==> config.mk <==
export PLATFORM = sky130hd
export DESIGN_NAME = cpu_addr_seq
export DESIGN_NICKNAME = d
export VERILOG_FILES = /design/src/rtl/cpu_addr_seq.sv
export SDC_FILE = /design/constraint.sdc
export NUM_CORES = 1
export LEC_CHECK = 0
export CORE_UTILIZATION = 25
export DETAILED_ROUTE_END_ITERATION = 10
export SLEW_MARGIN = 40
export SYNTH_ARGS = -nofsm -noshare
export SYNTH_HDL_FRONTEND = slang
export SYNTH_SLANG_ARGS = --single-unit
==> constraint.sdc <==
create_clock -name clk -period 6.7 [get_ports clk]
set_input_delay 1.34 -clock clk [delete_from_list [all_inputs] [get_ports clk]]
set_output_delay 1.34 -clock clk [all_outputs]
set_load 0.01 [all_outputs]
==> src/rtl/cpu_addr_seq.sv <==
// 6502-style per-instruction bus sequencer: owns PC, fetches opcodes,
// and walks the addressing-mode cycles to form the effective address.
`ifndef ADR_IMPL
`define ADR_IMPL      5'd0
`define ADR_ACCUM     5'd1
`define ADR_IMM       5'd2
`define ADR_ZPG       5'd3
`define ADR_ZPG_X_Y   5'd4
`define ADR_ABS       5'd5
`define ADR_ABS_X_Y   5'd6
`define ADR_ZPG_X_IND 5'd7
`define ADR_ZPG_IND_Y 5'd8
`define ADR_REL       5'd9
`define ADR_ABS_JMP   5'd10
`define ADR_INVAL     5'd31
`define ADR_INDEX_Y   1'b1
`endif

module cpu_addr_seq #(
  parameter logic [15:0] RST_VEC = 16'hFFFC
) (
  input  logic        clk,
  input  logic        rst_n,
  input  logic        rdy,
  input  logic [4:0]  adr_mode,
  input  logic        index,
  input  logic        to_mem,
  input  logic        branch_taken,
  input  logic [7:0]  reg_x,
  input  logic [7:0]  reg_y,
  input  logic [7:0]  data_in,
  output logic [15:0] addr,
  output logic        rw,
  output logic        sync,
  output logic        ir_load,
  output logic        exec,
  output logic [7:0]  operand,
  output logic [15:0] pc,
  output logic        inval
);

  typedef enum logic [3:0] {
    VEC_LO, VEC_HI, FETCH, T1, IDX, PLO, PHI,
    ADH, FIX, EXEC, BR, BFIX, TRAP
  } state_t;

  state_t      state, state_n;
  logic [15:0] pc_n;
  logic [7:0]  operand_n;
  logic [7:0]  base, base_n;
  logic [7:0]  lo, lo_n;
  logic [7:0]  hi, hi_n;
  logic        c, c_n;
  logic        inval_q, inval_n;
  logic [7:0]  idx;
  logic [8:0]  sum;
  logic        mode_ok;

  assign idx = (index == `ADR_INDEX_Y) ? reg_y : reg_x;

  always_comb begin
    mode_ok = 1'b1;
    case (adr_mode)
      `ADR_IMPL, `ADR_ACCUM, `ADR_IMM, `ADR_ZPG,
      `ADR_ZPG_X_Y, `ADR_ABS, `ADR_ABS_X_Y,
      `ADR_ZPG_X_IND, `ADR_ZPG_IND_Y, `ADR_REL,
      `ADR_ABS_JMP: mode_ok = 1'b1;
      default:      mode_ok = 1'b0;
    endcase
  end

  assign inval = inval_q | (state == T1 && !mode_ok);

  always_ff @(posedge clk or negedge rst_n) begin
    if (!rst_n) begin
      state   <= VEC_LO;
      pc      <= 16'h0000;
      operand <= 8'h00;
      base    <= 8'h00;
      lo      <= 8'h00;
      hi      <= 8'h00;
      c       <= 1'b0;
      inval_q <= 1'b0;
    end else if (rdy) begin
      state   <= state_n;
      pc      <= pc_n;
      operand <= operand_n;
      base    <= base_n;
      lo      <= lo_n;
      hi      <= hi_n;
      c       <= c_n;
      inval_q <= inval_n;
    end
  end

  always_comb begin
    state_n   = state;
    pc_n      = pc;
    operand_n = operand;
    base_n    = base;
    lo_n      = lo;
    hi_n      = hi;
    c_n       = c;
    inval_n   = inval_q;
    sum       = 9'd0;
    addr      = pc;
    rw        = 1'b1;
    sync      = 1'b0;
    ir_load   = 1'b0;
    exec      = 1'b0;
    unique case (state)
      VEC_LO: begin
        addr    = RST_VEC;
        pc_n    = {pc[15:8], data_in};
        state_n = VEC_HI;
      end
      VEC_HI: begin
        addr    = RST_VEC + 16'd1;
        pc_n    = {data_in, pc[7:0]};
        state_n = FETCH;
      end
      FETCH: begin
        sync    = 1'b1;
        ir_load = 1'b1;
        pc_n    = pc + 16'd1;
        state_n = T1;
      end
      T1: begin
        // zero-page modes start with hi=0 so EXEC can always use {hi,lo}
        operand_n = data_in;
        base_n    = data_in;
        lo_n      = data_in;
        hi_n      = 8'h00;
        pc_n      = pc + 16'd1;
        case (adr_mode)
          `ADR_IMPL, `ADR_ACCUM: begin
            operand_n = operand;
            base_n    = base;
            lo_n      = lo;
            hi_n      = hi;
            pc_n      = pc;
            exec      = 1'b1;
            state_n   = FETCH;
          end
          `ADR_IMM: begin
            exec    = 1'b1;
            state_n = FETCH;
          end
          `ADR_ZPG:       state_n = EXEC;
          `ADR_ZPG_X_Y:   state_n = IDX;
          `ADR_ZPG_X_IND: state_n = IDX;
          `ADR_ZPG_IND_Y: state_n = PLO;
          `ADR_ABS, `ADR_ABS_X_Y, `ADR_ABS_JMP:
            state_n = ADH;
          `ADR_REL: state_n = branch_taken ? BR : FETCH;
          default: begin
            operand_n = operand;
            base_n    = base;
            lo_n      = lo;
            hi_n      = hi;
            pc_n      = pc;
            inval_n   = 1'b1;
            state_n   = TRAP;
          end
        endcase
      end
      IDX: begin
        addr    = {8'h00, operand};
        base_n  = operand + idx;
        lo_n    = operand + idx;
        hi_n    = 8'h00;
        state_n = (adr_mode == `ADR_ZPG_X_IND) ? PLO : EXEC;
      end
      PLO: begin
        addr    = {8'h00, base};
        lo_n    = data_in;
        state_n = PHI;
      end
      PHI: begin
        addr    = {8'h00, base + 8'd1};
        hi_n    = data_in;
        state_n = EXEC;
        if (adr_mode == `ADR_ZPG_IND_Y) begin
          sum     = {1'b0, lo} + {1'b0, idx};
          lo_n    = sum[7:0];
          c_n     = sum[8];
          state_n = (sum[8] || to_mem) ? FIX : EXEC;
        end
      end
      ADH: begin
        hi_n    = data_in;
        lo_n    = operand;
        pc_n    = pc + 16'd1;
        state_n = EXEC;
        if (adr_mode == `ADR_ABS_JMP) begin
          pc_n    = {data_in, operand};
          state_n = FETCH;
        end else if (adr_mode == `ADR_ABS_X_Y) begin
          sum     = {1'b0, operand} + {1'b0, idx};
          lo_n    = sum[7:0];
          c_n     = sum[8];
          state_n = (sum[8] || to_mem) ? FIX : EXEC;
        end
      end
      FIX: begin
        addr    = {hi, lo};
        hi_n    = hi + {7'd0, c};
        state_n = EXEC;
      end
      EXEC: begin
        addr    = {hi, lo};
        rw      = ~to_mem;
        exec    = 1'b1;
        state_n = FETCH;
      end
      BR: begin
        // high byte moves only when carry disagrees with offset sign
        sum     = {1'b0, pc[7:0]} + {1'b0, operand};
        pc_n    = {pc[15:8], sum[7:0]};
        state_n = (sum[8] != operand[7]) ? BFIX : FETCH;
      end
      BFIX: begin
        pc_n[15:8] = operand[7] ? pc[15:8] - 8'd1
                                : pc[15:8] + 8'd1;
        state_n    = FETCH;
      end
      TRAP: begin
        state_n = TRAP;
      end
      default: state_n = TRAP;
    endcase
  end

endmodule

# ---- Word-level counts from Yosys, hierarchy flattened
# Memories as Yosys holds them, arrays and structs flattened.
# Cells that the tools add are included.
dict set report word_totals {
  ff_bits 54
  latch_bits 0
  ram_bits 0
  mem_bits_ro 16
  input_bits 35
  output_inout_bits 45
  mem_count 1
}
dict set report op_classes {
  addsub 9
  mul 0
  n_div 0
  order_cmp 0
  n_eq_ne 26
  n_shift 0
  n_mux 34
  bitwise 3
  n_reduce_logical 28
}
# name words word_bits rd rd_clocked_by_memory_dff write_ports line_no
set memory_table {}
lappend memory_table {{(no name shown)} 16 1 1 0 0 63} ;# case (adr_mode)
# cell n
set op_table {}
lappend op_table {{$pmux W8 S5} 3}
lappend op_table {{$pmux W16 S6} 1}
lappend op_table {{$mux W8} 7}
lappend op_table {{$pmux W4 S10} 1}
lappend op_table {{$mux W16} 2}
lappend op_table {{$pmux W8 S4} 1}
lappend op_table {{$add A8 B8 Y9} 3}
lappend op_table {{$pmux W4 S6} 1}
lappend op_table {{$eq A5 B3 Y1 const B} 4}
lappend op_table {{$reduce_and A3 Y1} 6}
lappend op_table {{$add A16 B1 Y16 const B} 1}
lappend op_table {{$add A8 B1 Y8 const B} 2}
lappend op_table {{$eq A4 B3 Y1 const B} 4}
lappend op_table {{$eq A4 B4 Y1 const B} 4}
lappend op_table {{$mux W4} 4}
lappend op_table {{$pmux W8 S2} 1}
lappend op_table {{$eq A5 B4 Y1 const B} 3}
lappend op_table {{$reduce_bool A5 Y1} 3}
lappend op_table {{$mux W1} 11}
lappend op_table {{$reduce_or A11 Y1} 1}
lappend op_table {{$eq A5 B2 Y1 const B} 2}
lappend op_table {{$reduce_or A3 Y1} 3}
lappend op_table {{$reduce_or A9 Y1} 1}
lappend op_table {{$add A8 B1 Y8} 1}
lappend op_table {{other kinds (20)} 30}

# ---- Longest topological paths before layout
# Gate-level depths: netlist (run 1).
dict set report logic_depth {
  depth_word 7
  depth_mapped 11
}

# ---- Worst setup path after synthesis (run 1)
# Ideal clock, no wire load.
dict set report synth_timing {
  path_kind {input port to flip-flop}
  from {input port index}
  to {register c}
  setup_ns 0.125
  arrival_ns 3.925
  t_required_ns 6.575
  path_slack_ns 2.651
  cell_stages 10
  n_path_buf 1
  cell_sequence {clkbuf_1 mux2_2 ha_1 fa_1 a211oi_1 nor2_1 or3_2 a31oi_1 a21boi_0 mux2_2}
}
dict set report synth_between {
  elab_chain_cells 5
}
# item line_no
set synth_rtl {}
lappend synth_rtl {{start: declaration} 26} ;# input logic index,
lappend synth_rtl {{$mux W8 *} 59} ;# assign idx = (index == `ADR_INDEX_Y) ? reg_y : reg_x;
lappend synth_rtl {{$add A8 B8 Y9} 199} ;# sum = {1'b0, operand} + {1'b0, idx};
lappend synth_rtl {{$mux W1} 198} ;# end else if (adr_mode == `ADR_ABS_X_Y) begin
lappend synth_rtl {{$mux W1} 195} ;# if (adr_mode == `ADR_ABS_JMP) begin
lappend synth_rtl {{$pmux W1 S2 *} 111} ;# unique case (state)
lappend synth_rtl {{end signal: assignment} 91} ;# c <= c_n;
lappend synth_rtl {{end: declaration} 53} ;# logic c, c_n;
# Every way passes the cells marked *; elsewhere a longest branch is shown, timed or not. The select of a mux whose other input is x is not followed.
# A chain may end at the register's enable or synchronous reset.

# ---- Worst setup path after layout (run 1)
dict set report layout_timing {
  from {register state[3]}
  to {output port addr[7]}
}
dict set report layout_between {
  elab_chain_cells 3
}
# item line_no
set layout_rtl {}
lappend layout_rtl {{start: declaration} 47} ;# state_t state, state_n;
lappend layout_rtl {{start signal: assignment} 85} ;# state <= state_n;
lappend layout_rtl {{$eq A4 B4 Y1} 111}
lappend layout_rtl {{$reduce_or A2 Y1 (no source line)} n/a}
lappend layout_rtl {{$pmux W16 S6 *} 111}
lappend layout_rtl {{end: declaration} 32} ;# output logic [15:0] addr,
# Every way passes the cells marked *; elsewhere a longest branch is shown, timed or not.

==> flow_summary.ini, run 1 <==
[clocking]
cts_resized = 0
h-tree-depth = 2
cts_setup_buffers = 0
ctsHoldBuffers = 0
cts_sinks = 54
cts_tree = yes
clockBufferDepth = 2
clk_pin_slew_ps = 80
root_buffer = clkbuf_16
clock_latency_ps = 310
numCtsBuffers = 5

[critical_path]
cp-start-kind = register
crit_path_max_incr_delay_ps = 680
cp.arrival_ps = 3280
cp_max_fo = 19
cp-end-kind = primary output
required_ps = 5360
reg2regPathDepth = 9
critPathKind = reg2out
path_cells = nand2b_1 -> nor2_1 -> a222oi_1 -> a31oi_1 -> clkdlybuf4s50_1
worst_path_max_delay_cell = dfrtp_1

[floorplan]
row_count = 54
start_util_pct = 25.49
core_area_um2 = 21760
die_height_um = 151.0
io-pin-count = 80
dieArea_um2 = 22790
fp.dieW_um = 151.0

[logic_synthesis]
syn_area_um2 = 5547
synth_edf_count = 0
yosys.area.top_type = dfrtp_1
synth.area.top_cells = dfrtp_1 (24%), ha_1 (7.7%), o21ai_0 (7.2%)
synth-seq-cells = 54
yosysTopAreaCellShare_pct = 24.36
synthDistinctLibCells = 79
syn_area_per_cell_um2 = 7.969
netlist_instances = 696
async_flop_share_pct = 100.0
synth_seq_area_share_pct = 24.36
synth_ff_type = dfrtp_1
synth_warnings = 0
syn_nets = 769

[job]
max_cap_viol_count = 0

[sta]
tns_ps = 0
min_period_ps = 4624
max_slew_margin_pct = 44.36
maxSlewViolCount = 0
hold_viol_final = 0
fmax_mhz = 216.3
finalCritPeriodShare_pct = 69.01
finalSetupViolations = 0
tightest_slew_ps = 832.0
skew_ps = 6.971
grt_setup_unrepaired = no

[layout]
num_antenna_cells = 0
final_nets = 823
final_common_cell = o21ai_0
drive_gt1_share_pct = 7.723
layout_common_cells = o21ai_0 (80), clkdlybuf4s50_1 (78), nand2_1 (70), nor2_1 (65), dfrtp_1 (54)
fillers = 2326
area_growth_pct = 20.64
utilization_pct = 30.76

[global_route]
grt_first_pass_wirelength_um = 31260
grt_usage_pct = 17.83
overflow = 0
grt_max_degree = 55
grt_pass1_vias = 5479
antenna_found_initial = 0

[min_path]
min_path_type = reg2reg
hold_path_depth = 1

[power_and_ir_drop]
p_leak_uw = 0.002578
p_per_area_nw_per_um2 = 493.4
ir_drop_mv = 0.3020

[detailed_routing]
detail-route-antenna-nets = 0
drc_errors = 0
finalWirelength_um = 19810
drtIter0Drc = 577
wl_per_cell_um = 19.21
viasPerCell = 5.666
drtPass1Iterations = 5
vias = 5842

[status]
status = complete, no violations

[placed_design]
io_buffers = 79
routabilityCongestion = 0.8520
dp_hpwl_um = 14780
==> worst max-delay path: cells and delay by family, from the launching register on <==
family	cells	cell delay (ps)
flip-flops	1	680
AO/OA/AOI/OAI	2	530
AND/OR/NAND/NOR	2	1150
buffers and inverters	1	590
==> synthesized netlist by cell type (all sizes together) (7+ instances only) <==
library cell  number
a211oi            11
a21oi             41
nor3              14
nand2b            11
mux2              16
o211ai            12
nand3             17
a222oi            12
a221oi            13
dfrtp             54
a21o              11
a32oi              7
mux2i              7
clkbuf            20
o21a              11
a31oi             14
o31a               7
inv               16
o21ai             86
buf               18
nor2b             10
o22ai              8
and3               8
nand2             70
xnor2             17
xor2               7
ha                34
nor2              67
==> final cells by class <==
cell class,count,area (µm²),area share [%]
Clock buffer,5,125.1,1.870
Clock inverter,3,25.02,0.3740
Inverter,16,60.06,0.8975
Multi-Input combinational cell,588,3945,58.96
Sequential cell,54,1351,20.19
Tap cell,280,350.3,5.236
Timing Repair Buffer,85,834.6,12.47
==> power by group <==
group          switching, µW  internal, µW  total [µW]
logic                   1200          1020        2230
registers                322           468         790
clock network            144           141         286
total                   1670          1630        3300
==> per-stage QoR <==
step / power, µW / hold WS, ps / area, µm² / std cells / worst slack [ps]
after floorplan: 2144 / 420.4 / 5547 / 696 / 2651
after global placement: 2960 / 432.7 / 6519 / 1023 / 2034
after detailed placement: 2983 / 436.9 / 6534 / 1023 / 1984
after CTS: 3280 / 454.8 / 6684 / 1031 / 2105
after global routing: 3567 / 493.9 / 6691 / 1031 / 1876
final: 3302 / 451.9 / 6691 / 1031 / 2076
==> logic make-up (layout without fill, tap and decap cells) <==
family	after synthesis	count (layout)	synth area share, %
buffers and inverters	54	109	4.940
AO/OA/AOI/OAI	271	271	33.09
flip-flops	54	54	24.36
AND/OR/NAND/NOR	232	232	20.19
adder cells (fa/ha/maj)	38	38	9.114
multiplexers	23	23	4.512
XOR/XNOR	24	24	3.790
==> final timing paths <==
kind | slack, ps | endpoint | startpoint
worst min-delay path | 450 | inval_q | inval_q
worst max register to register | 3920 | state[0] | operand[0]
worst max-delay path | 2080 | addr[7] | state[3]
max in group asynchronous | 5210 | pc[5] | rst_n
min in group asynchronous | 1070 | pc[14] | rst_n
worst min register to register | 450 | inval_q | inval_q
==> per-layer routing <==
| metal | wire [µm] | global-route usage, % |
|---|---|---|
| met1 | 9217 | 25.29 |
| met2 | 8925 | 27.27 |
| met3 | 1245 | 3.223 |
| met4 | 418 | 5.300 |
| met5 | 0 | 0 |
==> flip-flops by register name (all words and copies together) (netlist names) <==
register / count
lo: 8
state: 4
c: 1
base: 8
operand: 8
inval_q: 1
pc: 16
hi: 8
(Power assumes the default switching activity.)
==> run 2: changes to the inputs <==
==> constraint.sdc (replaced) <==
create_clock -name clk -period 4.56 [get_ports clk]
set_input_delay 0.912 -clock clk [delete_from_list [all_inputs] [get_ports clk]]
set_output_delay 0.912 -clock clk [all_outputs]
set_load 0.01 [all_outputs]
==> flow_summary.ini, run 2 (synthesized netlist as in run 1, its figures left out) <==
[critical_path]
required_ps = 3650
path_delay_family = simple AND/OR/NAND/NOR gates
cp_max_fo = 20
path_cells = nand2_1 -> nor2_1 -> a222oi_1 -> a31oi_1 -> clkdlybuf4s50_1
cp-endpoint = addr[7]
reg2reg_from = lo[0]
timing.rr.end = c
cp-end-kind = primary output
reg2regPathDepth = 8
crit_start = state[0]
cp-start-kind = register
crit_path_max_incr_delay_ps = 760
worst_path_max_delay_cell = dfrtp_1
critPathKind = reg2out
cp.arrival_ps = 3180
path_depth = 5
r2r_slack_ps = 1770
path_buf_inv = 1

[clocking]
cts_sinks = 54
cts_resized = 0
h-tree-depth = 2
numCtsBuffers = 5
ctsHoldBuffers = 0
clk_pin_slew_ps = 80
clockBufferDepth = 2
cts_tree = yes
clock_latency_ps = 310
cts_setup_buffers = 0
root_buffer = clkbuf_16

[detailed_routing]
finalWirelength_um = 19630
drtPass1Iterations = 6
detail-route-antenna-nets = 0
drc_errors = 0
viasPerCell = 5.570
drtIter0Drc = 570
vias = 5810
wl_per_cell_um = 18.82

[power_and_ir_drop]
p_per_area_nw_per_um2 = 717.0
ir_drop_mv = 0.3383
p_leak_uw = 0.002639
power_uw = 4855

[floorplan]
io-pin-count = 80
die_height_um = 151.0
start_util_pct = 25.49
core_area_um2 = 21760
fp.dieW_um = 151.0
dieArea_um2 = 22790
row_count = 54

[layout]
drive_gt1_share_pct = 9.043
final_common_cell = o21ai_0
area_growth_pct = 22.06
fillers = 2349
multi_input_area_um2 = 3934
num_antenna_cells = 0
regArea_um2 = 1351
final_nets = 835
largest_reg_flops = 16
largest_register = pc
layout_common_cells = o21ai_0 (80), clkdlybuf4s50_1 (78), nand2_1 (70), nor2_1 (66), dfrtp_1 (54)

[global_route]
overflow = 0
antenna_found_initial = 0
grt_pass1_vias = 5419
grt_usage_pct = 17.39
grt_first_pass_wirelength_um = 30480
grt_max_degree = 34

[min_path]
hold_path_depth = 1
min_path_type = reg2reg

[job]
max_cap_viol_count = 0

[placed_design]
routabilityCongestion = 0.8686
io_buffers = 79
dp_hpwl_um = 14720

[sta]
maxSlewViolCount = 0
tns_ps = 0
tightest_slew_ps = 834.1
grt_setup_unrepaired = no
finalSetupViolations = 0
max_slew_margin_pct = 44.23
hold_viol_final = 0
finalCritPeriodShare_pct = 89.63
skew_ps = 5.645
min_period_ps = 4087
fmax_mhz = 244.7

[status]
status = complete, no violations
-- run 2: changes by cell type in the layout (fill, tap and decap cells not counted) --
cell and change:
buf_6 -1, o211ai_4 -1, clkinvlp_4 -1, clkinv_4 -1
inv_6 +2, nor2_1 +1, nor2_2 -1, buf_2 -1
o211ai_2 +1, buf_4 +14
-- run 2: stage by stage --
step                hold slack, ps  std cells  setup slack (ps)  utilization, %  area [µm²]
floorplan                    420.4        696             938.7               -        5547
global placement             431.4       1035             525.9           30.38        6609
detailed placement           439.5       1035             467.9           30.42        6619
CTS                          457.8       1043             569.7           31.12        6770
global route                 472.8       1043             343.0           31.12        6770
finish                       454.8       1043             472.7           31.12        6770
-- run 2: worst min path at each step --
stage,to,startpoint,slack (ps)
global route,inval_q,inval_q,470
detailed placement,inval_q,inval_q,440
global placement,inval_q,inval_q,430
floorplan,inval_q,inval_q,420
finish,inval_q,inval_q,450
CTS,inval_q,inval_q,460
-- run 2: layer usage --
metal / up-vias / wire length (µm) / global-route usage (%) / part of all wire, %
li1: 2779 / - / - / -
met4: 0 / 356 / 5.200 / 1.8
met1: 2809 / 9151 / 24.28 / 47
met2: 198 / 8966 / 27.39 / 46
met3: 24 / 1152 / 2.711 / 5.9
met5: - / 0 / 0 / 0
-- run 2: worst reg2reg max path, stage by stage (launching register included) --
cell and delay (ps):
dfrtp_1 460, ha_1 270, fa_1 440, a211oi_1 260, nor2_1 110, or3_2 460
a31oi_1 270, a21boi_0 120, mux2_2 270
-- run 2: report_power, final --
group	switching (µW)	internal, µW
clock network	213	211
logic	1720	1540
registers	483	687
total	2420	2440
-- run 2: area by class of cell --
cell class / instances / share of cell area (%)
multi-input combinational: 588 / 58.10
sequential: 54 / 19.96
timing repair buffer: 97 / 13.64
tap: 280 / 5.175
clock buffer: 5 / 1.848
inverter: 16 / 0.8871
clock inverter: 3 / 0.3881
==> run 3: changes to the inputs <==
--- a/config.mk
+++ b/config.mk
@@ -7,7 +7,7 @@
 export LEC_CHECK = 0
 export CORE_UTILIZATION = 25
 export DETAILED_ROUTE_END_ITERATION = 10
-export SLEW_MARGIN = 40
+export SLEW_MARGIN = 5
 export SYNTH_ARGS = -nofsm -noshare
 export SYNTH_HDL_FRONTEND = slang
 export SYNTH_SLANG_ARGS = --single-unit
==> flow_summary.ini, run 3 (synthesized netlist as in run 1, its figures left out) <==
[status]
status = complete, no violations

[critical_path]
cp.arrival_ps = 3150
cp-end-kind = primary output
critPathKind = reg2out
crit_start = state[0]
timing.rr.end = c
reg2reg_from = lo[0]
cp-start-kind = register
cp-endpoint = addr[7]
cp_max_fo = 20
required_ps = 3650
reg2regPathDepth = 8
r2r_slack_ps = 1770

[clocking]
cts_resized = 0
clock_latency_ps = 310
clk_pin_slew_ps = 80
cts_tree = yes
cts_setup_buffers = 0
cts_sinks = 54
root_buffer = clkbuf_16
clockBufferDepth = 2
numCtsBuffers = 5
ctsHoldBuffers = 0
h-tree-depth = 2

[sta]
maxSlewViolCount = 0
tns_ps = 0
grt_setup_unrepaired = no
min_period_ps = 4062
max_slew_margin_pct = 36.89
finalCritPeriodShare_pct = 89.09
hold_ws_ps = 455.1
fmax_mhz = 246.2
tightest_slew_ps = 940.3
setup_slack_ps = 497.6
hold_viol_final = 0
finalSetupViolations = 0
skew_ps = 7.846

[global_route]
grt_pass1_vias = 5369
antenna_found_initial = 0
grt_usage_pct = 17.24
overflow = 0
grt_first_pass_wirelength_um = 30230
grt_max_degree = 34

[floorplan]
start_util_pct = 25.49
row_count = 54
dieArea_um2 = 22790
io-pin-count = 80
fp.dieW_um = 151.0
core_area_um2 = 21760
die_height_um = 151.0

[detailed_routing]
drtPass1Iterations = 7
viasPerCell = 5.594
vias = 5835
finalWirelength_um = 19560
wl_per_cell_um = 18.75
detail-route-antenna-nets = 0
drc_errors = 0
drtIter0Drc = 575

[min_path]
min_path_type = reg2reg
hold_path_depth = 1

[layout]
regArea_um2 = 1351
fin_area_um2 = 6760
final_common_cell = o21ai_0
final_nets = 835
largest_register = pc
num_antenna_cells = 0
multi_input_area_um2 = 3926
area_growth_pct = 21.88
layout_common_cells = o21ai_0 (80), clkdlybuf4s50_1 (78), nand2_1 (70), nor2_1 (66), dfrtp_1 (54)
drive_gt1_share_pct = 8.781
largest_reg_flops = 16
fillers = 2351

[placed_design]
routabilityCongestion = 0.8686
dp_slack_ps = 472.4
placed_area_um2 = 6609
dp_hpwl_um = 14710
io_buffers = 79

[power_and_ir_drop]
p_leak_uw = 0.002637
p_per_area_nw_per_um2 = 717.2
ir_drop_mv = 0.2995

[job]
max_cap_viol_count = 0
[run 3: changes by cell type in the layout (fill, tap and decap cells not counted)]
| cell | previous run | this run |
|---|---|---|
| buf_2 | 0 | 1 |
| buf_4 | 19 | 18 |
| o21ai_2 | 2 | 0 |
| o21ai_1 | 4 | 6 |
[run 3: worst max-delay path: stages, from the launching register on]
cell	delay (ps)
dfrtp_1	770
nand2_1	330
nor2_1	630
a222oi_1	190
a31oi_1	320
clkdlybuf4s50_1	590
[run 3: how the worst min path moves through the flow]
stage	slack, ps	end	start
3_5_place_dp	440	inval_q	inval_q
4_1_cts	460	inval_q	inval_q
5_1_grt	470	inval_q	inval_q
2_1_floorplan	420	inval_q	inval_q
6_report	460	inval_q	inval_q
3_3_place_gp	430	inval_q	inval_q
[run 3: area by class of cell]
class,instances,share of cell area (%)
Clock buffer,5,1.851
Clock inverter,3,0.3887
Inverter,16,0.8884
Multi-Input combinational cell,588,58.08
Sequential cell,54,19.99
Tap cell,280,5.182
Timing Repair Buffer,97,13.62
[run 3: stage by stage]
stage | cells | util (%) | power (µW)
finish | 1043 | 31.07 | 4848
detailed placement | 1035 | 30.38 | 4395
global placement | 1035 | 30.38 | 4373
CTS | 1043 | 31.07 | 4840
global route | 1043 | 31.07 | 5240
floorplan | 696 | - | 3150
[run 3: power breakdown]
group	leakage (µW)	total, µW	switching [µW]	internal, µW
Clock	0.0000752	421	210	211
Combinational	0.00188	3260	1720	1540
Sequential	0.000681	1170	484	687
[run 3: layer usage]
| metal | wire length [µm] | track usage (%) |
|---|---|---|
| met3 | 1140 | 2.982 |
| met5 | 0 | 0 |
| met4 | 369 | 5.150 |
| met2 | 8850 | 26.95 |
| met1 | 9200 | 24.07 |
